## src/rtl/tx_scheduler.sv

```systemverilog
// Two-entry message queue feeding a transmit FSM, with request/timeout handling.
// Define TX_SCHED_CSMA_EN to add LFSR random backoff and CCA-gated sensing before each request.
module tx_scheduler #(
  parameter int BACKOFF_UNIT = 512,
  parameter int MAX_ATTEMPTS = 4,
  parameter int DONE_TIMEOUT = 65536
) (
  input  logic        Clock,
  input  logic        Reset,
  input  logic [31:0] MsgData,
  input  logic        MsgValid,
  output logic        MsgReady,
  input  logic        CCA,
  output logic        TxRequest,
  output logic [31:0] TxData,
  input  logic        TxTaken,
  input  logic        TransmitDone,
  output logic        Dropped,
  output logic [1:0]  QueueCount,
  output logic [2:0]  State
);

  typedef enum logic [2:0] {
    IDLE      = 3'd0,
    BACKOFF   = 3'd1,
    SENSE     = 3'd2,
    REQUEST   = 3'd3,
    WAIT_DONE = 3'd4,
    DROP      = 3'd5
  } state_t;

  localparam int TW = (DONE_TIMEOUT > 2) ? $clog2(DONE_TIMEOUT) : 1;

  state_t        state;
  logic [31:0]   head;
  logic [31:0]   tail;
  logic [1:0]    count;
  logic [TW-1:0] tmo_cnt;
  logic          push;
  logic          pop;

  assign MsgReady   = !Reset && (count != 2'd2);
  assign push       = MsgValid && MsgReady;
  assign pop        = (count != 2'd0) &&
                      ((state == DROP) || ((state == WAIT_DONE) && TransmitDone));
  assign QueueCount = count;
  assign TxData     = head;
  assign State      = state;

  // head always holds the oldest entry; a simultaneous push/pop can only happen with one entry queued
  always_ff @(posedge Clock) begin
    if (Reset) begin
      head  <= '0;
      tail  <= '0;
      count <= 2'd0;
    end else begin
      case ({push, pop})
        2'b10: begin
          if (count == 2'd0) head <= MsgData;
          else               tail <= MsgData;
          count <= count + 2'd1;
        end
        2'b01: begin
          head  <= tail;
          count <= count - 2'd1;
        end
        2'b11: begin
          head <= (count == 2'd1) ? MsgData : tail;
          tail <= MsgData;
        end
        default: ;
      endcase
    end
  end

`ifdef TX_SCHED_CSMA_EN
  localparam int BW = $clog2(8 * BACKOFF_UNIT);
  localparam int AW = $clog2(MAX_ATTEMPTS + 1);

  logic [15:0]   lfsr;
  logic [BW-1:0] bo_cnt;
  logic [BW-1:0] bo_load;
  logic [AW-1:0] attempts;

  assign bo_load = BW'((32'(lfsr[2:0]) + 32'd1) * 32'(BACKOFF_UNIT) - 32'd1);

  // Fibonacci form, taps 16,14,13,11, shifting toward bit 0
  always_ff @(posedge Clock) begin
    if (Reset) lfsr <= 16'hACE1;
    else       lfsr <= {lfsr[0] ^ lfsr[2] ^ lfsr[3] ^ lfsr[5], lfsr[15:1]};
  end
`else
  logic unused_cca;
  assign unused_cca = CCA;
`endif

  always_ff @(posedge Clock) begin
    if (Reset) begin
      state     <= IDLE;
      TxRequest <= 1'b0;
      Dropped   <= 1'b0;
      tmo_cnt   <= '0;
`ifdef TX_SCHED_CSMA_EN
      bo_cnt    <= '0;
      attempts  <= '0;
`endif
    end else begin
      TxRequest <= 1'b0;
      Dropped   <= 1'b0;
      case (state)
        IDLE: begin
          if (count != 2'd0) begin
`ifdef TX_SCHED_CSMA_EN
            state    <= BACKOFF;
            attempts <= '0;
            bo_cnt   <= bo_load;
`else
            state     <= REQUEST;
            TxRequest <= 1'b1;
`endif
          end
        end
`ifdef TX_SCHED_CSMA_EN
        BACKOFF: begin
          if (bo_cnt == '0) state <= SENSE;
          else              bo_cnt <= bo_cnt - BW'(1);
        end
        SENSE: begin
          if (CCA) begin
            state     <= REQUEST;
            TxRequest <= 1'b1;
          end else if (32'(attempts) + 32'd1 == 32'(MAX_ATTEMPTS)) begin
            state   <= DROP;
            Dropped <= 1'b1;
          end else begin
            attempts <= attempts + AW'(1);
            bo_cnt   <= bo_load;
            state    <= BACKOFF;
          end
        end
`endif
        REQUEST: begin
          if (TxTaken) begin
            state   <= WAIT_DONE;
            tmo_cnt <= '0;
          end else begin
            TxRequest <= 1'b1;
          end
        end
        // completion is checked first so it beats a coincident timeout
        WAIT_DONE: begin
          if (TransmitDone) begin
            state <= IDLE;
          end else if (32'(tmo_cnt) == 32'(DONE_TIMEOUT - 1)) begin
            state   <= DROP;
            Dropped <= 1'b1;
          end else begin
            tmo_cnt <= tmo_cnt + TW'(1);
          end
        end
        DROP:    state <= IDLE;
        default: state <= IDLE;
      endcase
    end
  end

endmodule

```

## config.mk

```make
export PLATFORM = sky130hd
export DESIGN_NAME = tx_scheduler
export DESIGN_NICKNAME = d
export VERILOG_FILES = /design/src/rtl/tx_scheduler.sv
export SDC_FILE = /design/constraint.sdc
export NUM_CORES = 1
export LEC_CHECK = 0
export CELL_PAD_IN_SITES_DETAIL_PLACEMENT = 1
export CELL_PAD_IN_SITES_GLOBAL_PLACEMENT = 2
export CORE_ASPECT_RATIO = 0.6
export CORE_MARGIN = 10
export CORE_UTILIZATION = 27
export DETAILED_ROUTE_END_ITERATION = 6
export GPL_TIMING_DRIVEN = 0
export PLACE_DENSITY_LB_ADDON = 0.1
export SKIP_LAST_GASP = 1
export SLEW_MARGIN = 20
export SYNTH_ARGS = -nofsm -noshare
export SYNTH_HDL_FRONTEND = slang
export SYNTH_SLANG_ARGS = --single-unit
```

## constraint.sdc

```tcl
create_clock -name Clock -period 2.3 [get_ports Clock]
set_input_delay 0.46 -clock Clock [delete_from_list [all_inputs] [get_ports Clock]]
set_output_delay 0.46 -clock Clock [all_outputs]
set_load 0.01 [all_outputs]
```

==> impl_metrics.py, run 1 <==
metrics = {
    "global_route": {
        "gr-usage-all-layers_pct": 14.2,
        "gr-total-overflow": 0,
        "grt_antenna_before_repair": 0,
        "grt_first_pass_wirelength_um": 21600,
        "first_global_vias": 3839,
        "grt_start_max_net_pins": 15,
    },
    "timing": {
        "slew_headroom_pct": 56.1,
        "setup_ws_ns": 0.123,
        "layout_min_cycle_time_ns": 2.18,
        "grt_setup_unrepaired": "yes",
        "clock_skew_ns": 0.00884,
        "final_max_slew_viol_count": 0,
        "period_utilization_pct": 94.7,
        "timing.final.setup_violations": 0,
        "setup_total_negative_slack_ns": 0,
        "final-hold-violation-count": 0,
        "worst_slew_pin_slew_ns": 0.658,
        "fin_worst_hold_slack_ns": 0.455,
        "max_freq_ghz": 0.459,
    },
    "floorplan": {
        "fp.dieH_um": 111,
        "design.core.area_mm2": 0.0136,
        "chipWidth_um": 172,
        "fp.dieArea_mm2": 0.0191,
        "num_io_pins": 78,
        "std_cell_rows": 33,
        "initial_utilization_pct": 27.4,
    },
    "clock_network": {
        "clkSlewWorstSetupHoldPaths_ns": 0.07,
        "htreeDepth": 3,
        "clock_net_sink_count": 87,
        "cts-buffers-inserted": 9,
        "clock_path_buffers": 2,
        "tritoncts": "built",
        "cts_hold_buf": 0,
        "cts.root.buffer_cell": "sky130_fd_sc_hd__clkbuf_16",
        "worst_skew_pair.late_latency_ns": 0.35,
    },
    "worst_setup_path": {
        "worst_ep_arrival_time_ns": 2.46,
        "critPathLaunchType": "flop",
        "setup.worst_path.end_class": "flop",
        "timing.critical_path.fanout_max": 10,
        "setup.worst_path.class": "flop to flop",
        "critical_path_required_ns": 2.58,
    },
    "synth": {
        "ys_types": 55,
        "post_synth_edffs": 0,
        "synth.yosys.seq_area_share_pct": 46.6,
        "netlist_area_mm2": 0.00374,
        "synth_top_area_share_pct": 46.6,
        "post_synth.cell_area_avg_um2": 8.70,
        "synth_register_bits": 87,
        "ys_top_cells_by_area": "sky130_fd_sc_hd__dfxtp_1 47%, sky130_fd_sc_hd__nand2_1 7.9%, sky130_fd_sc_hd__a222oi_1 6.2%",
        "synth_area_leader_cell": "sky130_fd_sc_hd__dfxtp_1",
        "dominantRegCellSynth": "sky130_fd_sc_hd__dfxtp_1",
        "async_flop_share_pct": 0,
        "synth.net_count": 475,
        "ys.warnings.count": 0,
        "netlist_instances": 430,
    },
    "final_layout": {
        "final_core_util_pct": 38.5,
        "syn2layout_area_growth_pct": 40.1,
        "finalNonFillerCells": 705,
        "final_nets": 571,
        "n_antenna_cell": 0,
        "final_layout_size_suffix_gt1_share_pct": 14.2,
        "cell_area_after_layout_mm2": 0.00524,
        "n_fill_cell": 1600,
    },
    "hold_path": {
        "min-delay-path-class": "flop to flop",
    },
    "place": {
        "routabilityCongestion": 0.780,
        "port_buffers": 75,
        "placement.cell_area_mm2": 0.00471,
        "detailedPlace.worstSlack_ns": -0.821,
        "dp_cells": 680,
        "detailed_place_hpwl_um": 9960,
    },
    "detailed_routing": {
        "first_iter_violations": 278,
        "vias_per_cell": 5.20,
        "routed_wire_length_per_instance_um": 19.3,
        "post_route_wl_um": 13600,
        "detail_route.drc_violations": 0,
        "total_vias_in_the_final_route": 3664,
        "first_pass_iters": 7,
        "route.antenna.remaining_nets": 0,
    },
    "power": {
        "totalPowerFinal_mw": 3.52,
        "power-per-cell-area_mw_per_mm2": 672,
        "leakagePower_nw": 1.87,
        "ir_drop_mv": 0.309,
    },
    "outcome": {
        "status": "completed",
    },
    "run": {
        "drv.max_cap_violation_count": 0,
    },
}
[path summary, 6_finish.rpt]
| check | from | endpoint | slack (ns) | depth (start not counted) |
|---|---|---|---|---|
| worst max-delay path | State[2]$_SDFFE_PP0P_ | TxData[19]$_SDFFE_PP0P_ | 0.12 | 11 |
| worst min-delay path | tail[9]$_SDFFE_PP0P_ | tail[9]$_SDFFE_PP0P_ | 0.45 | 2 |
| worst max register to register | State[2]$_SDFFE_PP0P_ | TxData[19]$_SDFFE_PP0P_ | 0.12 | 11 |
| worst min register to register | tail[9]$_SDFFE_PP0P_ | tail[9]$_SDFFE_PP0P_ | 0.45 | 2 |
[cell type report]
cell class | count | area [um2] | share of cell area, %
plain buffers | 33 | 198 | 3.77
clock buffers | 11 | 243 | 4.63
multi-input cells | 300 | 1930 | 36.9
inverters | 10 | 37.5 | 0.716
well taps | 175 | 219 | 4.18
flip-flops and latches | 87 | 1750 | 33.3
repair buffers | 85 | 832 | 15.9
clock inverters | 4 | 31.3 | 0.597
[power breakdown]
| part | total [mW] | internal [mW] | leakage (nW) | switching [mW] |
|---|---|---|---|---|
| combinational | 0.520 | 0.250 | 1.03 | 0.270 |
| sequential | 1.62 | 1.57 | 0.707 | 0.0463 |
| clock | 1.38 | 0.760 | 0.124 | 0.621 |
| total | 3.52 | 2.58 | 1.87 | 0.937 |
[cells in the final DEF (no fill, tap or decap), types with 6 or more instances in the layout]
cell type	netlist	layout
sky130_fd_sc_hd__nand2_1	79	79
sky130_fd_sc_hd__clkbuf_16	0	9
sky130_fd_sc_hd__inv_1	10	6
sky130_fd_sc_hd__a31oi_1	6	6
sky130_fd_sc_hd__nor2_1	34	33
sky130_fd_sc_hd__clkdlybuf4s50_1	0	74
sky130_fd_sc_hd__a21oi_1	36	36
sky130_fd_sc_hd__buf_2	8	9
sky130_fd_sc_hd__nor2b_1	10	10
sky130_fd_sc_hd__nor4_1	8	8
sky130_fd_sc_hd__clkbuf_1	24	11
sky130_fd_sc_hd__dfxtp_1	87	85
sky130_fd_sc_hd__nand4_1	8	8
sky130_fd_sc_hd__a222oi_1	23	23
sky130_fd_sc_hd__nor3_1	17	17
sky130_fd_sc_hd__buf_4	0	9
[sequential cells by signal (all words and copies together), names as in the netlist]
signal,count
tail,32
Dropped,1
State,3
QueueCount,2
tmo_cnt,16
TxData,32
TxRequest,1
[cell families after synthesis]
family          share of synthesized area [%]
simple gates                             24.3
fa+ha+maj                                2.34
mux                                      1.64
flops                                    46.6
buf+inv                                  4.58
xor+xnor                                0.468
compound gates                           20.1
[Yosys cell counts (2+ instances only)]
cell type                  instances
sky130_fd_sc_hd__a211oi_1          2
sky130_fd_sc_hd__a21o_1            4
sky130_fd_sc_hd__a21oi_1          36
sky130_fd_sc_hd__a221oi_1          9
sky130_fd_sc_hd__a222oi_1         23
sky130_fd_sc_hd__a31oi_1           6
sky130_fd_sc_hd__and3_1            2
sky130_fd_sc_hd__buf_2             8
sky130_fd_sc_hd__clkbuf_1         24
sky130_fd_sc_hd__dfxtp_1          87
sky130_fd_sc_hd__ha_1              7
sky130_fd_sc_hd__inv_1            10
sky130_fd_sc_hd__mux2i_1           5
sky130_fd_sc_hd__nand2_1          79
sky130_fd_sc_hd__nand2b_1          2
sky130_fd_sc_hd__nand3_1           5
sky130_fd_sc_hd__nand4_1           8
sky130_fd_sc_hd__nor2_1           34
sky130_fd_sc_hd__nor2b_1          10
sky130_fd_sc_hd__nor3_1           17
sky130_fd_sc_hd__nor4_1            8
sky130_fd_sc_hd__o211ai_1          3
sky130_fd_sc_hd__o21a_1            2
sky130_fd_sc_hd__o21ai_0           3
sky130_fd_sc_hd__o21ai_1           2
sky130_fd_sc_hd__or3_1             2
sky130_fd_sc_hd__or3b_1            2
sky130_fd_sc_hd__or4_1             2
sky130_fd_sc_hd__xor2_1            2
[worst max-delay path: stages, from the launching register on]
cell and delay, ns:
sky130_fd_sc_hd__dfxtp_1 0.38, sky130_fd_sc_hd__clkbuf_4 0.22, sky130_fd_sc_hd__nor3b_4 0.22, sky130_fd_sc_hd__o21ai_2 0.10, sky130_fd_sc_hd__inv_2 0.10, sky130_fd_sc_hd__ha_2 0.19, sky130_fd_sc_hd__inv_1 0.07, sky130_fd_sc_hd__a211oi_4 0.26
sky130_fd_sc_hd__buf_4 0.17, sky130_fd_sc_hd__buf_4 0.18, sky130_fd_sc_hd__a222oi_1 0.11, sky130_fd_sc_hd__nor2_1 0.10
[metal layers]
metal | part of all wire, % | global-route usage (%)
met4 | 0.70 | 3.03
met5 | 0 | 0
met1 | 52 | 20.5
met3 | 7.0 | 5.09
met2 | 40 | 19.4
[what timing repair did]
item                                    4_1_cts  5_1_grt
cloned                                        1        0
pin swaps                                     3        8
hold endpoints to repair                      0        0
buffers inserted                              8        1
endpoints found under the setup margin       69       65
gates resized for setup                      34       34
Power figures use the tool's default switching activity.
==> run 2, diff against run 1 <==
Settings changed: SLEW_MARGIN 20 to 10.
==> results of run 2 <==
Final layout, timing and power as in run 1 (identical DEF).
==> run 3, diff against run 2 <==
Settings changed: ABC_CLOCK_PERIOD_IN_PS set to 2300, CAP_MARGIN set to 20.
==> results of run 3 <==
Final layout, timing and power as in run 1 (identical DEF).
